--- src/rtl/stream_rr_arbiter_pkg.sv ---
// Shared defaults and helpers for the round-robin stream arbiter.
package stream_rr_arbiter_pkg;

    localparam int unsigned DefaultDataWidth = 32;
    localparam int unsigned DefaultNumIn     = 4;

    // Wrap to zero at n so non-power-of-two requester counts never index past n-1.
    function automatic int unsigned wrap_inc(input int unsigned idx, input int unsigned n);
        return (idx + 1 >= n) ? 0 : idx + 1;
    endfunction

endpackage

--- src/rtl/stream_rr_arbiter_rr_pick.sv ---
// Round-robin winner search: first requester at or after ptr, wrapping once.
module rr_pick
    import stream_rr_arbiter_pkg::*;
#(
    parameter int unsigned NumIn      = DefaultNumIn,
    parameter int unsigned NumInWidth = $clog2(NumIn)
) (
    input  logic [NumIn-1:0]      req,
    input  logic [NumInWidth-1:0] ptr,
    output logic [NumInWidth-1:0] win,
    output logic                  any_req
);

    logic [NumIn-1:0]   mask;
    logic [2*NumIn-1:0] dbl;
    int unsigned        pos;

    // Lower half holds requests at or above ptr; the upper half supplies the wrap-around.
    always_comb begin
        mask = '0;
        for (int i = 0; i < NumIn; i++) begin
            mask[i] = (i >= int'(ptr));
        end
        dbl = {req, req & mask};
        pos = 0;
        for (int i = 2 * NumIn - 1; i >= 0; i--) begin
            if (dbl[i]) begin
                pos = i;
            end
        end
        win     = (pos >= NumIn) ? NumInWidth'(pos - NumIn) : NumInWidth'(pos);
        any_req = |req;
    end

endmodule

--- src/rtl/stream_rr_arbiter.sv ---
// Round-robin fan-in of NumIn valid/ready streams into one registered output beat.
module stream_rr_arbiter
    import stream_rr_arbiter_pkg::*;
#(
    parameter int unsigned DataWidth  = DefaultDataWidth,
    parameter int unsigned NumIn      = DefaultNumIn,
    parameter int unsigned NumInWidth = $clog2(NumIn)
) (
    input  logic                             clk_i,
    input  logic                             rst_ni,
    input  logic [NumIn-1:0]                 in_valid_i,
    input  logic [NumIn-1:0][DataWidth-1:0]  in_data_i,
    output logic [NumIn-1:0]                 in_ready_o,
    output logic                             out_valid_o,
    output logic [DataWidth-1:0]             out_data_o,
    output logic [NumInWidth-1:0]            out_src_o,
    input  logic                             out_ready_i
);

    logic                  vld_p1;
    logic [DataWidth-1:0]  data_p1;
    logic [NumInWidth-1:0] src_p1;
    logic [NumInWidth-1:0] ptr;
    logic [NumInWidth-1:0] win;
    logic                  any_req;
    logic                  can_acc;
    logic                  xfer;

    rr_pick #(
        .NumIn      (NumIn),
        .NumInWidth (NumInWidth)
    ) u_pick (
        .req     (in_valid_i),
        .ptr     (ptr),
        .win     (win),
        .any_req (any_req)
    );

    // Stage p0: grant decision; the winner is always valid, so a grant is a transfer.
    always_comb begin
        can_acc    = !vld_p1 || out_ready_i;
        xfer       = rst_ni && can_acc && any_req;
        in_ready_o = '0;
        if (xfer) begin
            in_ready_o[win] = 1'b1;
        end
    end

    // Stage p1: one-entry output register and priority pointer.
    always_ff @(posedge clk_i) begin
        if (!rst_ni) begin
            vld_p1  <= 1'b0;
            data_p1 <= '0;
            src_p1  <= '0;
            ptr     <= '0;
        end else if (xfer) begin
            vld_p1  <= 1'b1;
            data_p1 <= in_data_i[win];
            src_p1  <= win;
            ptr     <= NumInWidth'(wrap_inc(32'(win), NumIn));
        end else if (out_ready_i) begin
            vld_p1  <= 1'b0;
        end
    end

    assign out_valid_o = vld_p1;
    assign out_data_o  = data_p1;
    assign out_src_o   = src_p1;

endmodule
--- config.mk ---
export PLATFORM = sky130hd
export DESIGN_NAME = stream_rr_arbiter
export DESIGN_NICKNAME = d
export VERILOG_FILES = /design/src/rtl/stream_rr_arbiter_pkg.sv /design/src/rtl/stream_rr_arbiter_rr_pick.sv /design/src/rtl/stream_rr_arbiter.sv
export SDC_FILE = /design/constraint.sdc
export NUM_CORES = 1
export LEC_CHECK = 0
export BUFFER_PORTS_ARGS = -buffer_cell sky130_fd_sc_hd__buf_2
export CAP_MARGIN = 30
export CORE_MARGIN = 1.5
export CORE_UTILIZATION = 35
export CTS_BUF_LIST = sky130_fd_sc_hd__clkbuf_8
export DETAILED_ROUTE_END_ITERATION = 12
export PLACE_DENSITY = 0.75
export SLEW_MARGIN = 20
export SYNTH_ARGS = -nofsm -noshare
export SYNTH_HDL_FRONTEND = slang
export SYNTH_HIERARCHICAL = 1
export SYNTH_SLANG_ARGS = --single-unit
--- constraint.sdc ---
create_clock -name clk_i -period 3.2 [get_ports clk_i]
set_input_delay 0.96 -clock clk_i [delete_from_list [all_inputs] [get_ports clk_i]]
set_output_delay 0.96 -clock clk_i [all_outputs]
set_load 0.02 [all_outputs]
Yosys cells after proc, flatten, opt, wreduce, memory -nomap -nowiden
Cells that the tools add are included.
{"block": "classes", "n_addsub": 2, "n_lt_le_gt_ge": 7, "mux": 17, "n_bitwise": 1, "n_reduce_logical": 7}
{"operator": "binary-select mux 32 bit (select 2 bit)", "n": 1}
{"operator": "two-way mux 32 bit", "n": 1}
{"operator": "two-way mux 3 bit", "n": 8}
{"operator": ">= comparator 3 bit (second input constant)", "n": 2}
{"operator": "bitwise AND 4 bit", "n": 1}
{"operator": ">= comparator 1 x 2 -> 1 bit (first input constant)", "n": 2}
{"operator": "two-way mux 2 bit", "n": 2}
{"operator": "two-way mux 4 bit", "n": 1}
{"operator": "OR reduction 4 bit", "n": 1}
{"operator": "adder 2 x 1 -> 3 bit (second input constant)", "n": 1}
{"operator": "logical AND 1 bit", "n": 3}
{"operator": "less-than comparator 2 x 3 -> 1 bit (second input constant)", "n": 1}
{"operator": "two-way mux 1 bit", "n": 3}
{"operator": "demux 1 bit (select 2 bit)", "n": 1}
{"operator": ">= comparator 2 x 1 -> 1 bit (second input constant)", "n": 1}
{"operator": ">= comparator 2 bit (first input constant)", "n": 1}
{"operator": "nonzero test 2 bit", "n": 1}
{"operator": "subtractor 2 x 1 -> 2 bit (second input constant)", "n": 1}
{"operator": "logical NOT 1 bit", "n": 1}
{"operator": "logical OR 1 bit", "n": 1}
{"block": "word_totals", "reg_bits": 37, "in_bits": 135, "elab_cells": 38}

Logic depth before layout (Yosys ltp)
{"block": "logic_depth", "ltp_word": 15, "depth_mapped": 9, "ltp_nobuf": 7}

By module
The synthesis kept the hierarchy.
{"mod": "stream_rr_arbiter", "n_inst": 1, "cells_per_inst": 218, "area_each_um2": 2213.4, "seq_area_each_um2": 740.7}
{"mod": "rr_pick", "n_inst": 1, "cells_per_inst": 12, "area_each_um2": 77.6, "seq_area_each_um2": 0.0}

Least setup slack after synthesis
Ideal clock, no wire load.
{"block": "synth_timing", "path_kind": "in2out", "start": "input in_valid_i[2]", "end": "output in_ready_o[0]", "arrival_time_ps": 2268, "path_slack_ps": -28, "stages": 7, "n_path_buf": 2, "cell_sequence": "a22o_1 -> a211oi_2 -> buf_6 -> buf_6 -> inv_1 -> ha_1 -> and3_1"}
{"block": "synth_via", "elab_chain_len": 14, "elab_cells_between_ends": 19}
{"item": "start: declaration", "line": "stream_rr_arbiter.sv:11", "text": "input logic [NumIn-1:0] in_valid_i,"}
{"item": "two-way mux 3 bit (4 in series)", "line": "stream_rr_arbiter_rr_pick.sv:27", "text": "if (dbl[i]) begin"}
{"item": "two-way mux 3 bit (*) (3 in series)", "line": "stream_rr_arbiter_rr_pick.sv:27"}
{"item": ">= comparator 3 bit / subtractor 2 x 1 -> 2 bit (equally long branches)", "line": "stream_rr_arbiter_rr_pick.sv:31", "text": "win = (pos >= NumIn) ? NumInWidth'(pos - NumIn) : NumInWidth'(pos);"}
{"item": "two-way mux 2 bit (*)", "line": "stream_rr_arbiter_rr_pick.sv:31"}
{"item": "named net win[0]", "line": "stream_rr_arbiter.sv:24", "text": "logic [NumInWidth-1:0] win;"}
{"item": "less-than comparator 2 x 3 -> 1 bit (not written as such) / >= comparator 2 x 1 -> 1 bit (equally long branches)", "line": "stream_rr_arbiter.sv:45", "text": "in_ready_o[win] = 1'b1;"}
{"item": "logical AND 1 bit (not written as such)", "line": "stream_rr_arbiter.sv:45"}
{"item": "two-way mux 1 bit (not written as such)", "line": "stream_rr_arbiter.sv:45"}
{"item": "demux 1 bit (select 2 bit) (*)", "line": "stream_rr_arbiter.sv:45"}
{"item": "two-way mux 4 bit (*)", "line": "stream_rr_arbiter.sv:44", "text": "if (xfer) begin"}
{"item": "end: declaration", "line": "stream_rr_arbiter.sv:13", "text": "output logic [NumIn-1:0] in_ready_o,"}
The timed path passes the listed nets; every way through them passes the cells marked *.

Final worst setup path
{"block": "layout_timing", "start": "input in_valid_i[0]", "end": "output in_ready_o[1]"}
{"block": "layout_via", "elab_chain_len": 12, "elab_cells_between_ends": 17}
{"item": "two-way mux 3 bit (4 in series)", "line": "stream_rr_arbiter_rr_pick.sv:27"}
{"item": "two-way mux 3 bit (*)", "line": "stream_rr_arbiter_rr_pick.sv:27"}
{"item": ">= comparator 3 bit / subtractor 2 x 1 -> 2 bit (equally long branches)", "line": "stream_rr_arbiter_rr_pick.sv:31"}
{"item": "two-way mux 2 bit (*)", "line": "stream_rr_arbiter_rr_pick.sv:31"}
{"item": "named net win[1]", "line": "stream_rr_arbiter.sv:24"}
{"item": "less-than comparator 2 x 3 -> 1 bit (not written as such) / >= comparator 2 x 1 -> 1 bit (equally long branches)", "line": "stream_rr_arbiter.sv:45"}
{"item": "logical AND 1 bit (not written as such)", "line": "stream_rr_arbiter.sv:45"}
{"item": "two-way mux 1 bit (not written as such)", "line": "stream_rr_arbiter.sv:45"}
{"item": "demux 1 bit (select 2 bit) (*)", "line": "stream_rr_arbiter.sv:45"}
{"item": "two-way mux 4 bit (*)", "line": "stream_rr_arbiter.sv:44"}
Marked as above.

==> run_results.csv <==
group,metric,value,unit
global_routing,grt_first_pass_wirelength,11.2,mm
min_path,hold-path-endpoint,"out_data_o[5]$_SDFFE_PN0P_",
min_path,holdCritStartpoint,"out_data_o[5]$_SDFFE_PN0P_",
timing,hold_viol_final,0,
clock_network,numCtsBuffers,5,
clock_network,clk_transition_reported_paths,0.06,ns
logic_synthesis,postSynthAreaPerCell,9.96,sq um
logic_synthesis,yosysWarnings,6,
place,gpl.final_weighted_congestion,0.813,
timing,relSlewSlack,55.5,%
logic_synthesis,syn-instance-count,230,
routing,drt.antenna.violating_nets,0,
run,maxCapViolations,0,
layout,n_antenna_cell,0,
critical_path,path_class,"in -> out",
logic_synthesis,synth_edf_count,0,
layout,syn2layout_area_growth,48.4,%
routing,drtPass1Iterations,4,
logic_synthesis,post-synth-top-count-cell,"sky130_fd_sc_hd__dfxtp_1",
timing,timing.final.ws_setup,0.0287,ns
min_path,worst_hold_path.num_cells,2,
layout,nNetsFinal,543,
power_and_ir_drop,p_per_area,490,nW/um^2
routing,vias_per_cell,5.23,
floorplanning,floorplan.rows,29,
timing,finalHoldWorstSlack,0.446,ns
clock_network,worst_skew_pair.late_latency,0.28,ns
timing,post-route-period-util,99.1,%
clock_network,root_buffer,"sky130_fd_sc_hd__clkbuf_8",
critical_path,worst_setup_end_kind,"output port",
global_routing,globalRoute.totalOverflow,0,
critical_path,reg2reg_setup_slack,0.55,ns
floorplanning,die_w,83.9,um
layout,end_of_flow_core_utilization,53.5,%
global_routing,grt_pass1_vias,2608,
power_and_ir_drop,worst_ir_drop_vdd,258,uV
place,hpwl,5.35,mm
critical_path,worst_r2r_startpoint,"ptr[0]$_SDFFE_PN0P_",
logic_synthesis,synth.lib_cells_used.distinct,24,
logic_synthesis,syn_nets,369,
logic_synthesis,synthArstFlopShare,0,%
clock_network,tritoncts,"done",
global_routing,initial_antenna_violation_count,0,
logic_synthesis,synth_top_cell_by_area,"sky130_fd_sc_hd__dfxtp_1",
place,post-place-ws,-0.0442,ns
logic_synthesis,synth_top_area_share,32.3,%
outcome,run_status,"completed",
critical_path,crit-reg2reg-capture,"out_data_o[13]$_SDFFE_PN0P_",
timing,timing_worst_slew_pin_value,0.666,ns
routing,drt_iter0_drc,86,
floorplanning,design.die.area,7040,sq um
critical_path,timing.critical_path.from_type,"input port",
logic_synthesis,synth.cells.most_frequent,"sky130_fd_sc_hd__dfxtp_1 (37), sky130_fd_sc_hd__nand2_1 (36), sky130_fd_sc_hd__nand3_1 (36)",
critical_path,worst_r2r_path_depth,10,
floorplanning,die_h,83.9,um
layout,number_of_fillers_in_the_final_layout,608,
floorplanning,core_area,6350,sq um
logic_synthesis,postSynthRegisterBits,37,
global_routing,grt_util_all_layers,19.3,%
critical_path,cp.required,2.24,ns
global_routing,pin_count_of_the_biggest_net_entering_global_routing,36,
floorplanning,initial_core_util,36.1,%
clock_network,htree_num_levels,2,
place,port-buffer-count,173,
power_and_ir_drop,leakagePower,1.62,nW
critical_path,critical_path_arrival,2.21,ns
logic_synthesis,postSynth.topFlopCell,"sky130_fd_sc_hd__dfxtp_1",
layout,final_layout_size_suffix_gt1_share,57.9,%
logic_synthesis,synth.cell_area,2290,sq um
floorplanning,number_of_top_level_pins,174,
routing,dr_total_vias,2517,
routing,routed_wl,6.84,mm
routing,post_drt_wl_per_cell,14.2,um
clock_network,cts-root-to-sink-buffers,2,
routing,post_route_drc_violation_count,0,
logic_synthesis,yosys-top-cells-area,"sky130_fd_sc_hd__dfxtp_1 (32%), sky130_fd_sc_hd__mux4_2 (29%), sky130_fd_sc_hd__nand3_1 (7.9%)",
timing,rsz0062_at_grt,"true",
critical_path,critical_path_peak_fanout,5,
timing,period_minus_slack,3.17,ns
logic_synthesis,synth_seq_area_share,32.3,%
timing,fin_skew,0.00296,ns
min_path,holdCritPathClass,"reg -> reg",
timing,setup-violations-final,0,
timing,fmaxAchievable,315,MHz
timing,slew_viol_final,0,
clock_network,clock-sinks,37,
## metrics by stage
step           std cells  instance area (sq um)  total power, mW   TNS, ns
2_1_floorplan        230                   2300             1.11         0
3_3_place_gp         469                   3240             1.31  -0.00114
3_5_place_dp         469                   3250             1.34   -0.0972
4_1_cts              478                   3350             1.67         0
5_1_grt              481                   3400             1.77   -0.0531
6_report             481                   3400             1.67         0
## power breakdown
group	switching (mW)	total [mW]	internal, mW
combinational	0.379	0.760	0.381
clock	0.148	0.316	0.168
sequential	0.0453	0.591	0.545
## worst max path at each step
| stage | start | endpoint | slack, ns | cells after the start |
|---|---|---|---|---|
| CTS | in_valid_i[3] | in_ready_o[3] | 0.03 | 8 |
| global placement | in_valid_i[0] | in_ready_o[0] | -0.001 | 7 |
| global route | in_valid_i[2] | in_ready_o[3] | -0.03 | 7 |
| finish | in_valid_i[0] | in_ready_o[1] | 0.03 | 8 |
| detailed placement | in_valid_i[0] | in_ready_o[2] | -0.04 | 7 |
| floorplan | in_valid_i[2] | in_ready_o[0] | 0.006 | 7 |
## area by class of cell
class / count / area (sq um) / area share [%]
multi-input combinational: 165 / 1450 / 42.6
timing repair buffer: 190 / 1010 / 29.7
sequential: 37 / 741 / 21.8
tap: 77 / 96.3 / 2.83
clock buffer: 6 / 82.6 / 2.43
inverter: 5 / 18.8 / 0.552
clock inverter: 1 / 3.75 / 0.110
## cells in the final DEF (no fill, tap or decap), types with 2 or more instances in the layout
master,n
sky130_fd_sc_hd__inv_1,5
sky130_fd_sc_hd__buf_2,170
sky130_fd_sc_hd__nand2_1,36
sky130_fd_sc_hd__mux4_1,2
sky130_fd_sc_hd__clkbuf_8,6
sky130_fd_sc_hd__a21oi_1,3
sky130_fd_sc_hd__buf_4,18
sky130_fd_sc_hd__o21ai_0,35
sky130_fd_sc_hd__o21ai_1,2
sky130_fd_sc_hd__or4_1,2
sky130_fd_sc_hd__nand3_1,36
sky130_fd_sc_hd__and3_1,3
sky130_fd_sc_hd__mux4_2,30
sky130_fd_sc_hd__a211oi_4,2
sky130_fd_sc_hd__nand2b_1,2
sky130_fd_sc_hd__ha_1,3
sky130_fd_sc_hd__buf_6,2
sky130_fd_sc_hd__dfxtp_1,37
sky130_fd_sc_hd__nor2_1,2
## registers in the layout, indices dropped and copies added (netlist names)
name and count:
out_src_o 2, out_data_o 32, ptr 2, out_valid_o 1
## what timing repair did
item,4_1_cts,5_1_grt
setup buffers,2,3
pin swaps,1,3
hold buffers,0,0
endpoints found under the hold margin,0,0
gates resized for setup,1,10
setup endpoints to repair,4,4
## worst max-delay path: stages
cell,delay (ns)
sky130_fd_sc_hd__buf_2,0.12
sky130_fd_sc_hd__nand3_1,0.11
sky130_fd_sc_hd__a21oi_1,0.12
sky130_fd_sc_hd__a211oi_4,0.31
sky130_fd_sc_hd__inv_1,0.10
sky130_fd_sc_hd__ha_1,0.19
sky130_fd_sc_hd__and3_1,0.14
sky130_fd_sc_hd__buf_4,0.15
## layer usage
layer,GRT usage (%),share of wire (%),vias to the layer above
li1,-,-,1200
met1,19.4,37,1194
met2,40.2,55,117
met3,3.66,7.3,6
met4,3.58,0.85,0
met5,0,0,-
## kinds of logic after synthesis
group,after synthesis,share of synthesized area (%)
flops,37,32.3
simple gates,86,17.4
compound gates,43,9.99
fa+ha+maj,4,2.18
buf+inv,28,6.28
mux,32,31.8
(Power assumes the default switching activity.)
